$ cat src/rtl/usb_tx_line_encoder.sv
// USB full-speed transmit line stage: SYNC, bit stuffing, NRZI and EOP onto D+/D-.
// Bytes are fetched LSB first through a valid/ready handshake at byte boundaries.
module usb_tx_line_encoder #(
    parameter int CLKS_PER_BIT = 8
) (
    input  logic       clk,
    input  logic       rst,
    input  logic       start,
    input  logic       abort,
    input  logic [7:0] tx_byte,
    input  logic       byte_valid,
    input  logic       byte_last,
    output logic       byte_ready,
    output logic       busy,
    output logic       done,
    output logic       error,
    output logic       dplus_out,
    output logic       dminus_out
);

    localparam int TW = (CLKS_PER_BIT > 1) ? $clog2(CLKS_PER_BIT) : 1;

    typedef enum logic [2:0] {IDLE, SYNC, DATA, EOP_SE0, EOP_J} state_t;

    state_t        state_reg, state_next;
    logic [TW-1:0] timer_reg, timer_next;
    logic [7:0]    shift_reg, shift_next;
    logic [3:0]    bits_left_reg, bits_left_next;
    logic          last_reg, last_next;
    logic [2:0]    ones_reg, ones_next;
    logic          level_reg, level_next;
    logic          eop_cnt_reg, eop_cnt_next;
    logic          abort_pend_reg, abort_pend_next;
    logic          done_reg, done_next;
    logic          error_reg, error_next;
    logic          dplus_reg, dminus_reg;

    logic          boundary;
    logic          abort_eff;
    logic          ready_int;
    logic          go_eop;
    logic [7:0]    ld_shift;
    logic [3:0]    ld_left;
    logic          ld_last;
    logic          se0_next;

    assign boundary = (timer_reg == TW'(CLKS_PER_BIT - 1));

    always_ff @(posedge clk) begin
        if (rst) begin
            state_reg      <= IDLE;
            timer_reg      <= '0;
            shift_reg      <= '0;
            bits_left_reg  <= '0;
            last_reg       <= 1'b0;
            ones_reg       <= '0;
            level_reg      <= 1'b1;
            eop_cnt_reg    <= 1'b0;
            abort_pend_reg <= 1'b0;
            done_reg       <= 1'b0;
            error_reg      <= 1'b0;
            dplus_reg      <= 1'b1;
            dminus_reg     <= 1'b0;
        end else begin
            state_reg      <= state_next;
            timer_reg      <= timer_next;
            shift_reg      <= shift_next;
            bits_left_reg  <= bits_left_next;
            last_reg       <= last_next;
            ones_reg       <= ones_next;
            level_reg      <= level_next;
            eop_cnt_reg    <= eop_cnt_next;
            abort_pend_reg <= abort_pend_next;
            done_reg       <= done_next;
            error_reg      <= error_next;
            dplus_reg      <= ~se0_next & level_next;
            dminus_reg     <= ~se0_next & ~level_next;
        end
    end

    always_comb begin
        state_next      = state_reg;
        timer_next      = timer_reg;
        shift_next      = shift_reg;
        bits_left_next  = bits_left_reg;
        last_next       = last_reg;
        ones_next       = ones_reg;
        level_next      = level_reg;
        eop_cnt_next    = eop_cnt_reg;
        abort_pend_next = abort_pend_reg;
        done_next       = 1'b0;
        error_next      = 1'b0;
        ready_int       = 1'b0;
        go_eop          = 1'b0;
        ld_shift        = shift_reg;
        ld_left         = bits_left_reg;
        ld_last         = last_reg;
        abort_eff       = abort_pend_reg | abort;

        if (state_reg != IDLE) begin
            timer_next = boundary ? '0 : timer_reg + TW'(1);
        end

        case (state_reg)
            IDLE: begin
                if (start) begin
                    // SYNC is shifted out like a byte; its first bit (0) goes out now as K.
                    state_next      = SYNC;
                    timer_next      = '0;
                    level_next      = 1'b0;
                    shift_next      = 8'h40;
                    bits_left_next  = 4'd7;
                    last_next       = 1'b0;
                    ones_next       = '0;
                    abort_pend_next = 1'b0;
                end
            end
            SYNC, DATA: begin
                if (abort) begin
                    abort_pend_next = 1'b1;
                end
                if (boundary) begin
                    if (abort_eff) begin
                        go_eop = 1'b1;
                    end else begin
                        if (bits_left_reg == 4'd0 && !last_reg) begin
                            // Ready is only raised when a byte is actually taken.
                            if (byte_valid) begin
                                ready_int  = 1'b1;
                                ld_shift   = tx_byte;
                                ld_left    = 4'd8;
                                ld_last    = byte_last;
                                state_next = DATA;
                            end else begin
                                error_next = 1'b1;
                                go_eop     = 1'b1;
                            end
                        end
                        if (!go_eop) begin
                            if (ones_reg == 3'd6) begin
                                level_next = ~level_reg;
                                ones_next  = '0;
                            end else if (ld_left == 4'd0) begin
                                go_eop = 1'b1;
                            end else begin
                                if (ld_shift[0]) begin
                                    ones_next = ones_reg + 3'd1;
                                end else begin
                                    ones_next  = '0;
                                    level_next = ~level_reg;
                                end
                                ld_shift = ld_shift >> 1;
                                ld_left  = ld_left - 4'd1;
                            end
                        end
                    end
                    shift_next     = ld_shift;
                    bits_left_next = ld_left;
                    last_next      = ld_last;
                    if (go_eop) begin
                        state_next      = EOP_SE0;
                        eop_cnt_next    = 1'b0;
                        abort_pend_next = 1'b0;
                    end
                end
            end
            EOP_SE0: begin
                if (boundary) begin
                    if (eop_cnt_reg) begin
                        state_next = EOP_J;
                        level_next = 1'b1;
                    end else begin
                        eop_cnt_next = 1'b1;
                    end
                end
            end
            EOP_J: begin
                if (boundary) begin
                    state_next = IDLE;
                    done_next  = 1'b1;
                    timer_next = '0;
                end
            end
            default: begin
                state_next = IDLE;
                level_next = 1'b1;
            end
        endcase

        se0_next = (state_next == EOP_SE0);
    end

    assign byte_ready = ready_int;
    assign busy       = (state_reg != IDLE);
    assign done       = done_reg;
    assign error      = error_reg;
    assign dplus_out  = dplus_reg;
    assign dminus_out = dminus_reg;

endmodule

$ cat config.mk
export PLATFORM = sky130hd
export DESIGN_NAME = usb_tx_line_encoder
export DESIGN_NICKNAME = d
export VERILOG_FILES = /design/src/rtl/usb_tx_line_encoder.sv
export SDC_FILE = /design/constraint.sdc
export NUM_CORES = 1
export LEC_CHECK = 0
export BUFFER_PORTS_ARGS = -buffer_cell sky130_fd_sc_hd__buf_2
export CAP_MARGIN = 10
export CORE_UTILIZATION = 54
export CTS_BUF_LIST = sky130_fd_sc_hd__clkbuf_4
export CTS_CLUSTER_DIAMETER = 50
export CTS_CLUSTER_SIZE = 12
export DETAILED_ROUTE_END_ITERATION = 8
export PLACE_DENSITY_LB_ADDON = 0.15
export SKIP_LAST_GASP = 1
export SYNTH_ARGS = -nofsm -noshare
export SYNTH_HDL_FRONTEND = slang
export SYNTH_SLANG_ARGS = --single-unit
$ cat constraint.sdc
create_clock -name clk -period 2.1 [get_ports clk]
set_input_delay 0.21 -clock clk [delete_from_list [all_inputs] [get_ports clk]]
set_output_delay 0.21 -clock clk [all_outputs]
set_load 0.1 [all_outputs]
# == After elaboration in Yosys (flattened, before gate mapping) ==
# Cells that the tools add are included.
# word_totals
regBits,29
wordCells,145
# classes
addsub,3
n_eq_ne,16
muxes,88
bitwise,9
reduce_logical,16
# op_table
cell,n
2-to-1 mux 8 bit,11
2-to-1 mux 3 bit,20
2-to-1 mux 4 bit,11
2-to-1 mux 1 bit,37
"!= test 2 bit, second input constant",8
case mux 8 bit (2 select lines),1
case mux 3 bit (2 select lines),2
case mux 3 bit (4 select lines),1
AND reduction 6 bit,2
"equality test 3 x 2 -> 1 bit, second input constant",3
"equality test 3 bit, second input constant",3
logical NOT 4 bit,2
case mux 4 bit (2 select lines),1
AND reduction 4 bit,2
"adder 3 x 1 -> 3 bit, second input constant",2
inverter 1 bit,6
case mux 1 bit (2 select lines),3
case mux 1 bit (4 select lines),1
nonzero test 2 bit,2
OR reduction 2 bit,2
OR reduction 4 bit,1
"subtractor 4 x 1 -> 4 bit, second input constant",1
"equality test 3 x 1 -> 1 bit, second input constant",1
logical NOT 3 bit,1
7 further kinds,8

# == Logic depth before layout (Yosys ltp) ==
# depth
depth_word,19
ltp_mapped,8
ltp_nobuf,7

# == Least setup slack after synthesis ==
# No wires, ideal clock.
# synth_timing
path_kind,flip-flop to flip-flop
start,register timer_reg[0]
end,register last_reg
setup_ns,0.081
t_arrival_ns,2.781
path_slack_ns,-0.762
path_stages_with_launch,8
cell_sequence,dfxtp_1 > ha_1 > ha_1 > nor3b_2 > nand3_1 > nor2_1 > a21oi_1 > nor3_1
# synth_via
elab_chain_cells,3
# synth_lines
item,line_no,text
start: declaration,26,"logic [TW-1:0] timer_reg, timer_next;"
start signal: assignment,66,timer_reg <= timer_next;
equality test 3 bit,47,assign boundary = (timer_reg == TW'(CLKS_PER_BIT - 1));
via boundary,38,logic boundary;
!= test 2 bit (no source line),n/a,
AND reduction 6 bit (no source line),n/a,
end signal: assignment,69,last_reg <= last_next;
end: declaration,29,"logic last_reg, last_next;"
# The timed path passes the listed nets, and every way through them passes these cells.
# A chain may end at the register's enable or synchronous reset.

# == Worst setup path after layout ==
# layout_timing
start,register timer_reg[0]
end,output port byte_ready
# layout_via
elab_chain_cells,3
# layout_lines
item,line_no,text
equality test 3 bit,47,
via boundary,38,
2-to-1 mux 1 bit,122,if (boundary) begin
2-to-1 mux 1 bit,104,case (state_reg)
end: declaration,13,"output logic byte_ready,"
# The timed path passes the listed nets, and every way through them passes these cells.

==> run summary <==
The cell family contributing the most delay on the critical path is simple AND/OR/NAND/NOR gates. The tree is rooted in a sky130_fd_sc_hd__clkbuf_4. Timing would allow up to 484 MHz.

The number of antenna violations at the first check in global routing is 0, and the minimum clock period after layout is 2.07 ns. After global routing the overflow that remains totals 0. The type of the worst setup path was reg -> out. For this design the ratio of total power to cell area is 569 nW/um^2.

The tools report the wire length of the first global-routing pass as 7030 um. The post-route fraction of the period consumed by the critical path came out at 0.984. After detailed routing, the number of vias per cell comes to 6.03.

In this run, synthesis inferred 0 flip-flops with an integrated enable. Detailed placement ended at an HPWL of 3210 um. The sequential share of the synthesized area came out at 0.341.

For the first-pass iteration count of the detailed router, the log shows 4. The register with the most flip-flops in the layout has 8 of them. The cell that appears most often on the critical path is sky130_fd_sc_hd__ha_1. For this run, the number of Yosys warnings is 0. The type of element capturing the critical path was an output port. Port buffering added 19 buffers. In the final routed layout, each cell accounts on average for 15.2 um.

The classification of the worst-slack hold path is in -> reg. The logs give 5 for the total clock buffers created by CTS and 0.562 for the initial core utilization. Max-cap violations in this run came to 0.

The number of nets produced by synthesis was 228. The tools report the maximum number of pins on one net before global-route repair as 31. The routed design has 4340 um of wire.

From bottom edge to top edge, the die measures 58.2 um. The tools report the floorplan row count as 20. The tools report the final design utilization as 0.680.

The DRC violation total after the first TritonRoute iteration came out at 133. The share of final-layout standard cells stronger than drive strength 1 works out to 0.285. In this run, distinct cell masters in the synthesized netlist total 53. The signal on the critical path passes through ha_1, ha_1, nor3b_4, nand3_2, buf_6, nor2_4, buf_12. The synthesis-stage register bit count was 29; the relative area change from synthesis to final layout was 20.9%. The aggregate global-route resource usage is 0.275, and the count of fill cells added during filler insertion is 251. The share of flip-flops with an asynchronous set or reset is 0.

The area of the core came out at 3030 sq um. The largest individual stage delay along the critical path comes from the cell sky130_fd_sc_hd__dfxtp_2. The actual slew at the worst max-slew pin is 0.542 ns. In the synthesized netlist the dominant register cell turns out to be sky130_fd_sc_hd__dfxtp_1.

For the final worst clock skew, the log shows 0.0106 ns. The run finished with clean final reports. Setup repair after global routing could not meet its margin everywhere. Including well taps, the total number of placed cells is 273.

In the synthesized netlist, the number of instances is 208. Data arrival time of the critical path: 1.86 ns. The maximum cell stage delay along the critical path works out to 0.35 ns.

TritonCTS built the clock tree. Pin placement for this block handled 20 I/O pins. Once detail routing completed, the nets flagged for antenna violations numbered 0.

After synthesis the cells add up to 1700 sq um. Clock-pin transition on the worst setup and hold timing paths: 0.09 ns. Horizontal die dimension: 58.2 um. Final number of max-transition violations: 0.

Maximum buffer depth of the clock tree: 2. The finished layout holds 286 standard cells, fillers aside. At the end of routability-driven placement, the weighted congestion stood at 0.873.

The final setup TNS is 0 ns, and the total number of vias is 1724. Across the VDD grid, the largest voltage drop is 427 uV. The number of clock sinks was 29; the number of buffers and inverters on the critical path was 2.

The largest driver fanout on the critical path is 11, and the post-synthesis area per instance is 8.19 sq um. The headroom to the max-slew limit came out at 0.639. The run gives 0 as the number of remaining DRC errors. For this design the static power due to leakage is 0.000827 uW. The full die area is 3380 sq um.

The total inserted antenna cells is 0, and the required time of the critical path is 1.89 ns. The number of global-route vias before repair was 1578. At the later pin of the worst-skew pair, clock insertion delay measures 0.33 ns. STA classifies the critical path startpoint as a register. The number of failing hold endpoints at the final stage was 0; the number of nets in the final layout was 261. The clock tree synthesis step divided the H-tree into 2 levels.

Count of final setup violators: 0.
timing repair:
action,CTS,global route
gates cloned,0,0
gates resized for setup,2,14
endpoints found under the setup margin,2,9
setup buffers,2,3
hold buffers,0,0
pin swaps,2,4
synthesized netlist by cell type, types with 4 or more instances:
cell type | n | area [sq um]
sky130_fd_sc_hd__o21ai_0 | 7 | 35.0
sky130_fd_sc_hd__inv_1 | 8 | 30.0
sky130_fd_sc_hd__ha_1 | 6 | 75.1
sky130_fd_sc_hd__nor2_1 | 24 | 90.1
sky130_fd_sc_hd__a31oi_1 | 7 | 43.8
sky130_fd_sc_hd__clkbuf_1 | 5 | 18.8
sky130_fd_sc_hd__a21oi_1 | 11 | 55.1
sky130_fd_sc_hd__mux2i_1 | 4 | 40.0
sky130_fd_sc_hd__dfxtp_1 | 29 | 581
sky130_fd_sc_hd__a211oi_1 | 5 | 37.5
sky130_fd_sc_hd__a22oi_1 | 10 | 75.1
sky130_fd_sc_hd__nand2_1 | 20 | 75.1
sky130_fd_sc_hd__nand3_1 | 7 | 35.0
sky130_fd_sc_hd__nor3_1 | 10 | 50.1
sky130_fd_sc_hd__buf_2 | 5 | 25.0
layout by cell type, fill, tap and decap left out, types with 2 or more instances in the layout:
| master | n |
|---|---|
| sky130_fd_sc_hd__dfxtp_1 | 26 |
| sky130_fd_sc_hd__nor2_1 | 22 |
| sky130_fd_sc_hd__nand2_1 | 19 |
| sky130_fd_sc_hd__buf_2 | 18 |
| sky130_fd_sc_hd__buf_4 | 17 |
| sky130_fd_sc_hd__nor3_1 | 10 |
| sky130_fd_sc_hd__a21oi_1 | 10 |
| sky130_fd_sc_hd__a22oi_1 | 10 |
| sky130_fd_sc_hd__o21ai_0 | 7 |
| sky130_fd_sc_hd__a31oi_1 | 7 |
| sky130_fd_sc_hd__inv_1 | 6 |
| sky130_fd_sc_hd__nand3_1 | 6 |
| sky130_fd_sc_hd__a211oi_1 | 5 |
| sky130_fd_sc_hd__ha_1 | 5 |
| sky130_fd_sc_hd__clkbuf_4 | 5 |
| sky130_fd_sc_hd__mux2i_1 | 4 |
| sky130_fd_sc_hd__o21a_1 | 3 |
| sky130_fd_sc_hd__or3_1 | 3 |
| sky130_fd_sc_hd__dfxtp_2 | 3 |
| sky130_fd_sc_hd__inv_2 | 2 |
| sky130_fd_sc_hd__nor2b_1 | 2 |
| sky130_fd_sc_hd__nor2_4 | 2 |
| sky130_fd_sc_hd__or3b_4 | 2 |
| sky130_fd_sc_hd__and2_1 | 2 |
| sky130_fd_sc_hd__and3_2 | 2 |
| sky130_fd_sc_hd__or2b_1 | 2 |
| sky130_fd_sc_hd__a311oi_1 | 2 |
| sky130_fd_sc_hd__o2bb2ai_1 | 2 |
| sky130_fd_sc_hd__o41ai_1 | 2 |
| sky130_fd_sc_hd__clkinv_1 | 2 |
through the flow:
stage / total power (uW) / cell area (sq um) / setup slack (ns) / hold WS, ns
finish: 1170 / 2060 / 0.0346 / 0.128
global route: 1230 / 2060 / -0.0488 / 0.135
CTS: 1160 / 1990 / -0.00136 / 0.123
detailed placement: 846 / 1920 / -0.0493 / 0.468
global placement: 838 / 1920 / 0.0701 / 0.457
floorplan: 769 / 1710 / 0.0926 / 0.340
path summary, 6_finish.rpt:
| check | from | slack, ns | depth (start not counted) | to |
|---|---|---|---|---|
| hold reg to reg | shift_reg[4] | 0.49 | 2 | shift_reg[4] |
| setup / recovery | timer_reg[0] | 0.03 | 7 | byte_ready |
| setup reg to reg | bits_left_reg[1] | 0.09 | 8 | dplus_out |
| hold / removal | tx_byte[7] | 0.13 | 3 | shift_reg[7] |
power breakdown:
group	switching [uW]	internal, uW
sequential	16.3	567
combinational	166	107
clock	194	121
cells by family after synthesis:
kind of cell | synth area share
DFF | 0.341
AOI/OAI and AO/OA | 0.256
xor gates and xnor gates | 0.0103
muxes | 0.0301
buffers and inverters | 0.0500
adders and majority gates | 0.0441
and+or+nand+nor | 0.268
worst register-to-register path: stages, from the launching register on:
cell and delay, ns:
sky130_fd_sc_hd__dfxtp_2 0.34, sky130_fd_sc_hd__inv_2 0.08, sky130_fd_sc_hd__ha_4 0.15, sky130_fd_sc_hd__or3b_4 0.40, sky130_fd_sc_hd__buf_4 0.15, sky130_fd_sc_hd__or3_4 0.34
sky130_fd_sc_hd__o211a_1 0.13, sky130_fd_sc_hd__o211ai_2 0.22, sky130_fd_sc_hd__o21a_1 0.15
final cells by class:
cell class | instances | area [sq um] | area share
Multi-Input combinational cell | 160 | 1090 | 0.529
Inverter | 8 | 30.0 | 0.0146
Sequential cell | 29 | 584 | 0.284
Clock buffer | 5 | 37.5 | 0.0182
Tap cell | 44 | 55.1 | 0.0267
Timing Repair Buffer | 37 | 249 | 0.121
Clock inverter | 3 | 12.5 | 0.00608
metal layers:
metal  global-route usage  routed length [um]  vias up
li1                     -                   -      836
met1                0.323                1860      826
met2                0.471                2240       55
met3               0.0759                 197        7
met4                0.112                  55        0
met5                    0                   0        -
(Power assumes the default switching activity.)
